## config.mk

```make
export PLATFORM = sky130hd
export DESIGN_NAME = ram_bist_ctrl
export DESIGN_NICKNAME = d
export VERILOG_FILES = /design/src/rtl/ram_bist_pkg.sv /design/src/rtl/ram_bist_addr_gen.sv /design/src/rtl/ram_bist_ctrl.sv
export SDC_FILE = /design/constraint.sdc
export NUM_CORES = 1
export LEC_CHECK = 0
export ABC_AREA = 1
export BUFFER_PORTS_ARGS = -buffer_cell sky130_fd_sc_hd__buf_2
export CORE_ASPECT_RATIO = 0.75
export CORE_MARGIN = 8
export CORE_UTILIZATION = 55
export CTS_CLUSTER_DIAMETER = 50
export CTS_CLUSTER_SIZE = 10
export DETAILED_ROUTE_END_ITERATION = 10
export MAX_ROUTING_LAYER = met4
export PLACE_DENSITY = 0.85
export SYNTH_ARGS = -nofsm -noshare
export SYNTH_HDL_FRONTEND = slang
export SYNTH_SLANG_ARGS = --single-unit
export TNS_END_PERCENT = 50
```

## constraint.sdc

```tcl
create_clock -name clk -period 3.2 [get_ports clk]
set_clock_uncertainty 0.15 [all_clocks]
set_input_delay 0 -clock clk [delete_from_list [all_inputs] [get_ports clk]]
set_output_delay 0 -clock clk [all_outputs]
set_load 0.02 [all_outputs]
```

## src/rtl/ram_bist_pkg.sv

```systemverilog
// Shared definitions for the RAM march-test controller: FSM states and default geometry.
package ram_bist_pkg;

  localparam int unsigned AddrWDefault = 7;
  localparam int unsigned DataWDefault = 8;
  localparam int unsigned ErrCntW      = 8;

  typedef enum logic [2:0] {
    StIdle,
    StW0,
    StR0W1,
    StR1,
    StFin
  } bist_state_e;

endpackage

```

## src/rtl/ram_bist_addr_gen.sv

```systemverilog
// Up/down address counter for the march test; load takes priority over step.
module ram_bist_addr_gen
  import ram_bist_pkg::*;
#(
  parameter int unsigned AddrW = AddrWDefault
) (
  input  logic             clk_i,
  input  logic             rst_ni,
  input  logic             load_i,
  input  logic [AddrW-1:0] load_val_i,
  input  logic             step_i,
  input  logic             up_i,
  output logic [AddrW-1:0] addr_o,
  output logic             is_max_o,
  output logic             is_zero_o
);

  localparam logic [AddrW-1:0] AddrOne = AddrW'(1);

  logic [AddrW-1:0] addr_d, addr_q;

  always_comb begin
    addr_d = addr_q;
    if (load_i) begin
      addr_d = load_val_i;
    end else if (step_i) begin
      addr_d = up_i ? addr_q + AddrOne : addr_q - AddrOne;
    end
  end

  always_ff @(posedge clk_i or negedge rst_ni) begin
    if (!rst_ni) begin
      addr_q <= '0;
    end else begin
      addr_q <= addr_d;
    end
  end

  assign addr_o    = addr_q;
  assign is_max_o  = &addr_q;
  assign is_zero_o = ~|addr_q;

endmodule

```

## src/rtl/ram_bist_ctrl.sv

```systemverilog
// March-test initiator for a single-port RAM: {W(P)} up, {R(P),W(~P)} up, {R(~P)} down.
// Counts mismatches (saturating) and captures the first failing address and read data.
module ram_bist_ctrl
  import ram_bist_pkg::*;
#(
  parameter int unsigned ADDR_W       = AddrWDefault,
  parameter int unsigned DATA_W       = DataWDefault,
  parameter bit          STOP_ON_FAIL = 1'b0
) (
  input  logic               clk,
  input  logic               rst_n,
  input  logic               start,
  input  logic [DATA_W-1:0]  pattern,
  output logic               busy,
  output logic               done,
  output logic               pass,
  output logic [ErrCntW-1:0] err_cnt,
  output logic [ADDR_W-1:0]  fail_addr,
  output logic [DATA_W-1:0]  fail_data,
  output logic [ADDR_W-1:0]  mem_a,
  output logic [DATA_W-1:0]  mem_d,
  output logic               mem_we,
  input  logic [DATA_W-1:0]  mem_q
);

  bist_state_e        state_d, state_q;
  logic               c2_d, c2_q;
  logic [DATA_W-1:0]  pat_d, pat_q;
  logic               busy_d, busy_q;
  logic               done_d, done_q;
  logic               pass_d, pass_q;
  logic [ErrCntW-1:0] err_cnt_d, err_cnt_q;
  logic               fail_seen_d, fail_seen_q;
  logic [ADDR_W-1:0]  fail_addr_d, fail_addr_q;
  logic [DATA_W-1:0]  fail_data_d, fail_data_q;
  logic [DATA_W-1:0]  mem_d_d, mem_d_q;
  logic               mem_we_d, mem_we_q;

  logic               ag_load, ag_step, ag_up, ag_is_max, ag_is_zero;
  logic               cmp_en, mismatch;
  logic [DATA_W-1:0]  cmp_exp;

  ram_bist_addr_gen #(
    .AddrW(ADDR_W)
  ) u_addr_gen (
    .clk_i     (clk),
    .rst_ni    (rst_n),
    .load_i    (ag_load),
    .load_val_i('0),
    .step_i    (ag_step),
    .up_i      (ag_up),
    .addr_o    (mem_a),
    .is_max_o  (ag_is_max),
    .is_zero_o (ag_is_zero)
  );

  always_comb begin
    state_d     = state_q;
    c2_d        = c2_q;
    pat_d       = pat_q;
    busy_d      = busy_q;
    done_d      = 1'b0;
    pass_d      = pass_q;
    err_cnt_d   = err_cnt_q;
    fail_seen_d = fail_seen_q;
    fail_addr_d = fail_addr_q;
    fail_data_d = fail_data_q;
    mem_d_d     = mem_d_q;
    mem_we_d    = mem_we_q;
    ag_load     = 1'b0;
    ag_step     = 1'b0;
    ag_up       = 1'b1;
    cmp_en      = 1'b0;
    cmp_exp     = pat_q;

    unique case (state_q)
      // FIN accepts start too, so a held start restarts with no idle gap.
      StIdle, StFin: begin
        if (start) begin
          pat_d       = pattern;
          busy_d      = 1'b1;
          pass_d      = 1'b0;
          err_cnt_d   = '0;
          fail_seen_d = 1'b0;
          fail_addr_d = '0;
          fail_data_d = '0;
          mem_d_d     = pattern;
          mem_we_d    = 1'b1;
          ag_load     = 1'b1;
          c2_d        = 1'b0;
          state_d     = StW0;
        end else begin
          state_d = StIdle;
        end
      end
      StW0: begin
        if (ag_is_max) begin
          mem_we_d = 1'b0;
          ag_load  = 1'b1;
          state_d  = StR0W1;
        end else begin
          ag_step = 1'b1;
        end
      end
      StR0W1: begin
        c2_d = ~c2_q;
        if (!c2_q) begin
          mem_we_d = 1'b1;
          mem_d_d  = ~pat_q;
        end else begin
          cmp_en   = 1'b1;
          mem_we_d = 1'b0;
          if (ag_is_max) state_d = StR1;
          else           ag_step = 1'b1;
        end
      end
      StR1: begin
        c2_d  = ~c2_q;
        ag_up = 1'b0;
        if (c2_q) begin
          cmp_en  = 1'b1;
          cmp_exp = ~pat_q;
          if (ag_is_zero) state_d = StFin;
          else            ag_step = 1'b1;
        end
      end
      default: state_d = StIdle;
    endcase

    // Case inequality so an X on mem_q counts as a failure in simulation.
    mismatch = cmp_en && (mem_q !== cmp_exp);
    if (mismatch) begin
      if (err_cnt_q != '1) err_cnt_d = err_cnt_q + ErrCntW'(1);
      if (!fail_seen_q) begin
        fail_seen_d = 1'b1;
        fail_addr_d = mem_a;
        fail_data_d = mem_q;
      end
      if (STOP_ON_FAIL) begin
        state_d  = StFin;
        mem_we_d = 1'b0;
        ag_step  = 1'b0;
      end
    end

    if (busy_q && state_d == StFin) begin
      busy_d = 1'b0;
      done_d = 1'b1;
      pass_d = (err_cnt_d == '0);
      c2_d   = 1'b0;
    end
  end

  always_ff @(posedge clk or negedge rst_n) begin
    if (!rst_n) begin
      state_q     <= StIdle;
      c2_q        <= 1'b0;
      pat_q       <= '0;
      busy_q      <= 1'b0;
      done_q      <= 1'b0;
      pass_q      <= 1'b0;
      err_cnt_q   <= '0;
      fail_seen_q <= 1'b0;
      fail_addr_q <= '0;
      fail_data_q <= '0;
      mem_d_q     <= '0;
      mem_we_q    <= 1'b0;
    end else begin
      state_q     <= state_d;
      c2_q        <= c2_d;
      pat_q       <= pat_d;
      busy_q      <= busy_d;
      done_q      <= done_d;
      pass_q      <= pass_d;
      err_cnt_q   <= err_cnt_d;
      fail_seen_q <= fail_seen_d;
      fail_addr_q <= fail_addr_d;
      fail_data_q <= fail_data_d;
      mem_d_q     <= mem_d_d;
      mem_we_q    <= mem_we_d;
    end
  end

  assign busy      = busy_q;
  assign done      = done_q;
  assign pass      = pass_q;
  assign err_cnt   = err_cnt_q;
  assign fail_addr = fail_addr_q;
  assign fail_data = fail_data_q;
  assign mem_d     = mem_d_q;
  assign mem_we    = mem_we_q;

endmodule

```

==> impl_metrics.py, run 1 <==
metrics = {
    "status": {
        "status": "complete, no violations",
    },
    "grt": {
        "grt_pass1_wl_microns": 13100,
        "track_usage": 0.205,
        "grt_overflow": 0,
        "antenna_found_initial": 0,
        "grt_max_degree": 38,
        "grt_pass1_vias": 2834,
    },
    "logic_synthesis": {
        "syn_avg_cell_area_sq_um": 7.84,
        "seq_area_frac_synth": 0.444,
        "synthArstFlopShare": 1.00,
        "synth-main-ff-cell": "dfrtp_1",
        "yosys.area.top_type": "dfrtp_1",
        "synth_top_cell_area_share": 0.444,
        "syn_area_sq_um": 3100,
        "syn_inst": 395,
        "synth.distinct_cells": 32,
        "ys_top_cells_by_area": "dfrtp_1, nand2_1, inv_1",
        "synth_warnings": 0,
        "synth-seq-cells": 55,
        "synthesis.nets": 421,
        "synth_edf_count": 0,
    },
    "layout": {
        "fillers": 452,
        "syn2layout_area_growth_pct": 21.5,
        "drive_gt1_frac": 0.225,
        "final_area_sq_um": 3760,
        "final_core_util": 0.699,
        "layoutNonFillerInstCount": 551,
        "diodes": 0,
        "nets": 501,
    },
    "timing": {
        "report.final.slew_viol_count": 0,
        "tightest_slew_ns": 0.815,
        "relSlewSlack": 0.457,
        "setup_viol": 0,
        "hold_viol_final": 0,
        "fmax_ghz": 0.402,
        "fin_setup_tns_ns": 0,
        "layout_min_cycle_time_ns": 2.49,
        "rsz0062_at_grt": "no",
        "fin_crit_sh": 0.778,
    },
    "pwr": {
        "powerDensity_nw_per_um2": 486,
        "p_leak_nw": 2.07,
        "finalPower_w": 0.00183,
        "irDropWorstVdd_mv": 0.240,
    },
    "worst_setup_path": {
        "r2r-end": "u_addr_gen.addr_o[6]",
        "critPathMaxFanout": 10,
        "rr_worst_depth": 13,
        "cp_slowest_stage_delay_ns": 0.42,
        "regToRegStartpoint": "state_q[2]",
        "cp_slowest_cell": "dfrtp_1",
        "crit_arrival_ns": 2.58,
        "worst-setup-path-type": "register to register",
        "crit_chain": "inv_1 > nand2_1 > nor2_2 > buf_4 > inv_1 > fa_1 > o31ai_1 > nand2_1 > nand2_1 > a21oi_1 > nand2_1 > nand2_1 > o22ai_1",
        "cp-end-kind": "register",
        "path_buf_inv": 3,
        "startpoint_type": "register",
        "path_common_cell": "nand2_1",
        "crit_required_ns": 3.29,
        "rrSetupSlack_ns": 0.71,
        "critical-path-top-delay-family": "compound AO/OA/AOI/OAI gates",
    },
    "cts": {
        "clock_path_buffers": 2,
        "ctsResizeCount": 0,
        "h-tree-depth": 2,
        "cts_tree": "done",
        "clock_sinks": 55,
        "path_clk_slew_ns": 0.09,
        "cts_buffers": 5,
        "cts-root-buf": "clkbuf_8",
        "worstSkewPairLatency_ns": 0.32,
    },
    "min_path": {
        "hp-class": "input pin to async pin",
    },
    "floorplanning": {
        "dieArea_sq_um": 8310,
        "initial_core_util": 0.575,
        "core_sq_um": 5380,
        "die_h_microns": 81.0,
        "rows": 23,
        "io_pins": 61,
        "dieWidth_microns": 103,
    },
    "flow_run": {
        "cap_violations": 0,
    },
    "drt": {
        "wl_met3_microns": 520,
        "viasPerCell": 5.17,
        "drcViolationCount": 0,
        "antenna_left": 0,
        "routed_wl_microns": 7650,
        "wl_per_cell_microns": 13.9,
        "drt_pass1_iterations": 4,
        "routed-wl-met2_microns": 3590,
        "first_iter_violations": 120,
        "vias": 2849,
        "highest_layer": "met4",
        "wl_met1_microns": 3450,
    },
    "place": {
        "dp_hpwl_microns": 5590,
        "gp_congestion": 0.872,
        "io_buffers": 60,
        "place_inst": 525,
        "place_area_sq_um": 3460,
    },
}
==> power breakdown <==
part,internal [W],total [W],switching [W]
clock,0.000253,0.000485,0.000232
sequential,0.000754,0.000812,0.0000578
combinational,0.000195,0.000531,0.000335
==> worst max path at each step <==
stage / startpoint / endpoint / slack [ns] / cells past startpoint
2_1_floorplan: state_q[2] / u_addr_gen.addr_o[6] / 0.85 / 12
4_1_cts: state_q[2] / u_addr_gen.addr_o[6] / 0.70 / 13
3_3_place_gp: state_q[2] / u_addr_gen.addr_o[6] / 0.83 / 13
6_report: state_q[2] / u_addr_gen.addr_o[6] / 0.71 / 13
5_1_grt: state_q[2] / u_addr_gen.addr_o[6] / 0.38 / 13
3_5_place_dp: state_q[2] / u_addr_gen.addr_o[6] / 0.72 / 13
==> timing repair <==
| item | CTS | global route |
|---|---|---|
| setup endpoints to repair | 0 | 0 |
| buffers inserted | 0 | 0 |
| hold buffers | 18 | 0 |
| hold endpoints to repair | 61 | 0 |
==> layout by cell type, fill, tap and decap left out, drive strengths merged <==
master / Yosys / routed
o22ai: 6 / 6
clkbuf: 4 / 6
nor2: 33 / 33
nor3b: 1 / 1
dlygate4sd3: 0 / 18
inv: 54 / 54
nor3: 4 / 4
clkinv: 0 / 1
o21ai: 47 / 47
bufinv: 0 / 1
dfrtp: 55 / 55
xor2: 4 / 4
o31ai: 2 / 2
fa: 1 / 1
buf: 5 / 64
nand4: 4 / 4
ha: 6 / 6
nand2: 118 / 118
o21bai: 1 / 1
nor4: 2 / 2
a21oi: 7 / 7
xnor2: 3 / 3
nand3: 38 / 38
==> cells in the mapped netlist, types with 6 or more instances <==
| cell type | n |
|---|---|
| inv_1 | 50 |
| o21ai_0 | 32 |
| o21ai_2 | 14 |
| ha_1 | 6 |
| nand3_1 | 30 |
| o22ai_1 | 6 |
| nor2_1 | 27 |
| a21oi_1 | 7 |
| nand3_2 | 8 |
| nand2_1 | 116 |
| dfrtp_1 | 55 |
==> through the flow <==
| stage | worst slack [ns] | hold WS, ns |
|---|---|---|
| after floorplan | 0.851 | -0.446 |
| after global placement | 0.826 | -0.00632 |
| after detailed placement | 0.717 | 0.00273 |
| after CTS | 0.700 | 0.188 |
| after global routing | 0.379 | 0.240 |
| final | 0.710 | 0.153 |
==> cell families after synthesis <==
kind of cell,share of synthesized area
buf+inv,0.0852
simple gates,0.296
xor+xnor,0.0198
fa+ha+maj,0.0307
compound gates,0.124
flops,0.444
==> flip-flops by register name, indices dropped and copies added (netlist names) <==
| name | count |
|---|---|
| mem_d | 8 |
| err_cnt | 8 |
| mem_we | 1 |
| fail_data | 8 |
| fail_seen_q | 1 |
| pat_q | 8 |
| u_addr_gen.addr_o | 7 |
| pass | 1 |
| state_q | 3 |
| busy | 1 |
| c2_q | 1 |
| done | 1 |
| fail_addr | 7 |
==> area by class of cell <==
class,count,area [sq um],area share
inverters,54,208,0.0552
multi-input cells,277,1460,0.387
repair buffers,82,510,0.136
clock inverters,2,35.0,0.00931
flip-flops and latches,55,1380,0.366
well taps,75,93.8,0.0249
clock buffers,6,82.6,0.0219
==> layer usage <==
layer / global-route usage / vias to the layer above
met5: - / -
met2: 0.319 / 78
met3: 0.0401 / 12
met1: 0.266 / 1330
li1: - / 1429
met4: 0.0584 / 0
Note: power is estimated with default switching activity, not from simulation.
==> inputs of run 2 (changes only) <==
- clock period: 3.2 -> 2.35 ns (I/O delays scaled with it)
==> run 2 against run 1 <==
  * Critical path depth decreased by 1
  * Register-to-register slack got worse by 0.60 ns
  * Combinational power increased by 37%
  * Via count increased by 6.4%
  * Clock power increased by 7.2%
  * Count of clock-buffer cells in the layout unchanged
  * Non-clock buffer count increased by 8
  * Critical path type unchanged
==> impl_metrics.py, run 2 (same netlist as run 1, synthesis figures left out) <==
metrics = {
    "cts": {
        "clock_sinks": 55,
        "path_clk_slew_ns": 0.10,
        "cts_tree": "done",
        "h-tree-depth": 2,
        "worstSkewPairLatency_ns": 0.31,
        "cts_buffers": 5,
        "cts-root-buf": "clkbuf_8",
        "clock_path_buffers": 2,
    },
    "timing": {
        "relSlewSlack": 0.588,
        "layout_min_cycle_time_ns": 2.24,
        "report.final.slew_viol_count": 0,
        "hold_viol_final": 0,
        "fin_crit_sh": 0.955,
        "tightest_slew_ns": 0.617,
        "fmax_ghz": 0.446,
        "setup_viol": 0,
        "rsz0062_at_grt": "yes",
    },
    "layout": {
        "mostFrequentLayoutCell": "nand2_1",
        "diodes": 0,
        "final_cell_mix": "nand2_1, buf_2, dfrtp_1, inv_1, o21ai_0",
        "nets": 509,
        "fillers": 412,
        "layoutNonFillerInstCount": 559,
        "syn2layout_area_growth_pct": 23.5,
        "drive_gt1_frac": 0.246,
        "final_area_sq_um": 3820,
    },
    "place": {
        "dp_hpwl_microns": 5940,
        "place_area_sq_um": 3490,
        "gp_congestion": 0.953,
        "place_inst": 529,
        "io_buffers": 60,
    },
    "grt": {
        "antenna_found_initial": 0,
        "track_usage": 0.217,
        "grt_max_degree": 29,
        "grt_pass1_wl_microns": 13900,
        "grt_pass1_vias": 3008,
        "grt_overflow": 0,
    },
    "worst_setup_path": {
        "worst-setup-path-type": "register to register",
        "cp-end-kind": "register",
        "rr_worst_depth": 12,
        "startpoint_type": "register",
        "critPathMaxFanout": 4,
        "crit_required_ns": 2.43,
        "regToRegStartpoint": "state_q[2]",
        "rrSetupSlack_ns": 0.11,
        "r2r-end": "u_addr_gen.addr_o[6]",
        "crit_arrival_ns": 2.33,
    },
    "pwr": {
        "p_leak_nw": 2.09,
        "irDropWorstVdd_mv": 0.323,
        "powerDensity_nw_per_um2": 615,
        "finalPower_w": 0.00235,
    },
    "drt": {
        "viasPerCell": 5.42,
        "vias": 3030,
        "drcViolationCount": 0,
        "drt_pass1_iterations": 5,
        "antenna_left": 0,
        "wl_per_cell_microns": 15.0,
        "routed_wl_microns": 8410,
        "first_iter_violations": 231,
    },
    "flow_run": {
        "cap_violations": 0,
    },
    "floorplanning": {
        "io_pins": 61,
        "core_sq_um": 5380,
        "dieArea_sq_um": 8310,
        "initial_core_util": 0.575,
        "rows": 23,
        "dieWidth_microns": 103,
        "die_h_microns": 81.0,
    },
    "status": {
        "status": "complete, no violations",
    },
    "min_path": {
        "hp-class": "input pin to async pin",
    },
}
[run 2: layer usage]
metal | vias to the layer above | global-route usage | part of all wire
met4 | 0 | 0.0832 | 0.035
li1 | 1442 | - | -
met3 | 34 | 0.0359 | 0.067
met5 | - | - | 0
met1 | 1406 | 0.272 | 0.42
met2 | 148 | 0.344 | 0.47
[run 2: worst max-delay path by stage]
| stage | startpoint | endpoint | slack (ns) | depth (start not counted) |
|---|---|---|---|---|
| 5_1_grt | state_q[2] | u_addr_gen.addr_o[6] | -0.05 | 12 |
| 6_report | state_q[2] | u_addr_gen.addr_o[6] | 0.11 | 12 |
| 4_1_cts | state_q[2] | u_addr_gen.addr_o[6] | 0.002 | 12 |
| 3_5_place_dp | state_q[2] | u_addr_gen.addr_o[6] | 0.04 | 12 |
| 3_3_place_gp | state_q[2] | u_addr_gen.addr_o[6] | 0.14 | 12 |
| 2_1_floorplan | state_q[2] | u_addr_gen.addr_o[6] | 0.001 | 12 |
[run 2: where the power goes]
part,switching (W),internal (W)
sequential,0.0000799,0.00103
clock,0.000310,0.000209
combinational,0.000459,0.000268
total,0.000849,0.00150
[run 2: final cells by class]
type / instances / area (sq um) / share of cell area
multi-input combinational: 277 / 1490 / 0.388
sequential: 55 / 1380 / 0.360
timing repair buffer: 90 / 577 / 0.151
inverter: 54 / 208 / 0.0543
tap: 75 / 93.8 / 0.0245
clock buffer: 6 / 72.6 / 0.0190
clock inverter: 2 / 12.5 / 0.00327
[run 2: metrics by stage]
step	hold WS [ns]	util	setup WS (ns)	setup TNS, ns
final	0.0867	0.711	0.106	0
after floorplan	-0.446	-	0.00127	0
after detailed placement	-0.218	0.649	0.0435	0
after CTS	0.0820	0.701	0.00181	0
after global placement	-0.222	0.649	0.139	0
after global routing	0.0972	0.711	-0.0463	-0.0472
[run 2: critical path: stages, from the launching register on]
cell and delay (ns):
dfrtp_1 0.40, inv_1 0.08, nand2_1 0.10, nor2_2 0.17
inv_1 0.12, fa_2 0.39, o31ai_4 0.28, nand2_1 0.08
nand2_1 0.07, a21oi_1 0.07, nand2_1 0.06, nand2_1 0.05
o22ai_1 0.15
[run 2: repair_timing]
action | CTS | global route
buffers inserted | 0 | 3
hold buffers | 19 | 0
endpoints found under the setup margin | 0 | 7
hold endpoints to repair | 80 | 0
resized for setup | 0 | 9
==> inputs of run 3 (changes only) <==
- CORE_UTILIZATION: 55 -> 50
- PLACE_DENSITY: 0.85 -> 0.81
- REMOVE_ABC_BUFFERS: unset -> 1
- clock period: 2.35 -> 1.94 ns (I/O delays scaled with it)
==> run 3 against run 2 <==
  * The flow now finishes with violations (setup timing)
  * Global-route usage is 0.93 points lower
  * First-iteration DRC count is 26% lower
  * Flip-flop and latch count stayed put
  * Sequential share of layout area is 5.0 points lower
  * Count of clock-buffer cells in the layout stayed put
  * Sequential power is 22% higher
  * Register-to-register slack worse by 0.26 ns
  * Maximum frequency is 7.0% higher
  * Via count is 7.5% higher
  * Total power is 44% higher
  * Critical path type unchanged
  * Highest routed layer unchanged
==> impl_metrics.py, run 3 (same netlist as run 1, synthesis figures left out) <==
metrics = {
    "worst_setup_path": {
        "crit_arrival_ns": 2.20,
        "cp-end-kind": "register",
        "r2r-end": "pass",
        "rr_worst_depth": 14,
        "worst-setup-path-type": "register to register",
        "rrSetupSlack_ns": -0.16,
        "crit_required_ns": 2.04,
        "regToRegStartpoint": "state_q[1]",
        "startpoint_type": "register",
        "critPathMaxFanout": 8,
    },
    "layout": {
        "layoutNonFillerInstCount": 611,
        "mostFrequentLayoutCell": "nand2_1",
        "diodes": 0,
        "final_cell_mix": "nand2_1, buf_2, dfrtp_1, inv_1, buf_4",
        "fillers": 420,
        "syn2layout_area_growth_pct": 43.6,
        "drive_gt1_frac": 0.386,
        "final_area_sq_um": 4450,
        "nets": 558,
    },
    "drt": {
        "wl_per_cell_microns": 15.9,
        "routed_wl_microns": 9740,
        "viasPerCell": 5.33,
        "first_iter_violations": 171,
        "vias": 3257,
        "drcViolationCount": 0,
        "drt_pass1_iterations": 5,
        "antenna_left": 0,
    },
    "pwr": {
        "irDropWorstVdd_mv": 0.859,
        "powerDensity_nw_per_um2": 765,
        "p_leak_nw": 2.40,
    },
    "flow_run": {
        "cap_violations": 0,
    },
    "cts": {
        "cts_buffers": 5,
        "h-tree-depth": 2,
        "clock_sinks": 55,
        "path_clk_slew_ns": 0.11,
        "cts-root-buf": "clkbuf_8",
        "worstSkewPairLatency_ns": 0.32,
        "cts_tree": "done",
        "clock_path_buffers": 2,
    },
    "timing": {
        "fin_crit_sh": 1.08,
        "tightest_slew_ns": 0.411,
        "worst_slack_ns": -0.158,
        "hold_viol_final": 0,
        "fmax_ghz": 0.477,
        "setup_viol": 27,
        "report.final.slew_viol_count": 0,
        "rsz0062_at_grt": "yes",
        "layout_min_cycle_time_ns": 2.10,
        "fin_setup_tns_ns": -2.63,
        "relSlewSlack": 0.723,
        "hold_slack_ns": 0.0668,
    },
    "status": {
        "failed_checks": "setup timing",
        "status": "finished, violations left",
    },
    "floorplanning": {
        "dieWidth_microns": 107,
        "core_sq_um": 5890,
        "rows": 24,
        "die_h_microns": 84.2,
        "dieArea_sq_um": 8990,
        "initial_core_util": 0.526,
        "io_pins": 61,
    },
    "grt": {
        "grt_pass1_vias": 3074,
        "grt_pass1_wl_microns": 14800,
        "track_usage": 0.207,
        "grt_overflow": 0,
        "grt_max_degree": 31,
        "antenna_found_initial": 0,
    },
    "place": {
        "place_inst": 570,
        "pre_cts_ws_ns": -0.194,
        "dp_hpwl_microns": 6240,
        "io_buffers": 60,
        "gp_congestion": 0.952,
        "place_area_sq_um": 3810,
    },
    "min_path": {
        "hp-class": "input pin to async pin",
    },
}
==> run 3: cell count changes in the layout (fill, tap and decap cells not counted), moves of 4 or more <==
cell	change
nand3_2	+14
nand2_1	-14
nand2_2	+11
inv_1	-5
buf_6	+11
nand3_1	-14
nand2_4	+4
buf_4	+32
inv_2	+5
==> run 3: per-layer routing <==
layer  GRT usage  up-vias  part of all wire
met1       0.270     1552              0.44
met3      0.0427       26             0.060
met5           -        -                 0
met2       0.318      133              0.48
li1            -     1546                 -
met4      0.0586        0             0.022
==> run 3: worst max-delay path by stage <==
stage	cells after the start	from	slack, ns	end
after floorplan	12	state_q[2]	-0.41	u_addr_gen.addr_o[6]
after global placement	12	state_q[2]	-0.12	u_addr_gen.addr_o[6]
after detailed placement	14	state_q[2]	-0.19	fail_data[4]
after CTS	15	state_q[2]	-0.13	fail_data[4]
after global routing	13	state_q[2]	-0.27	u_addr_gen.addr_o[5]
final	14	state_q[1]	-0.16	pass
==> run 3: cell type report <==
cell class,count,area [sq um],share of cell area
clock buffers,6,72.6,0.0163
clock inverters,2,17.5,0.00394
inverters,54,210,0.0473
multi-input cells,278,1650,0.371
flip-flops and latches,55,1380,0.310
well taps,78,97.6,0.0220
repair buffers,136,1000,0.225
repair inverters,2,22.5,0.00507
==> run 3: critical path: stages, from the launching register on <==
cell and delay (ns):
dfrtp_1 0.41, buf_4 0.18, nand2_4 0.08, nor2_4 0.06, buf_6 0.12, nand3_2 0.06, nand3_2 0.10, nor2_4 0.14
nand2_4 0.11, buf_12 0.17, nand3_2 0.07, nand2_2 0.07, nor2_1 0.10, nand2_1 0.07, o21bai_1 0.14
==> run 3: through the flow <==
| stage | util | power (W) |
|---|---|---|
| after floorplan | - | 0.00194 |
| after global placement | 0.647 | 0.00233 |
| after detailed placement | 0.647 | 0.00236 |
| after CTS | 0.722 | 0.00308 |
| after global routing | 0.755 | 0.00358 |
| final | 0.755 | 0.00340 |
==> run 3: power by group <==
group          internal [W]  total (W)  switching, W
Sequential          0.00124    0.00135      0.000104
Clock              0.000261   0.000669      0.000408
Combinational      0.000661    0.00138      0.000721
Total               0.00217    0.00340       0.00123
==> run 3: repair_timing <==
item                                   CTS  global route
setup endpoints to repair               25            29
setup buffers                            7             4
resized for setup                       21            49
pin swaps                               23            33
gates cloned                             3             0
endpoints found under the hold margin   80             0
hold buffers                            19             0
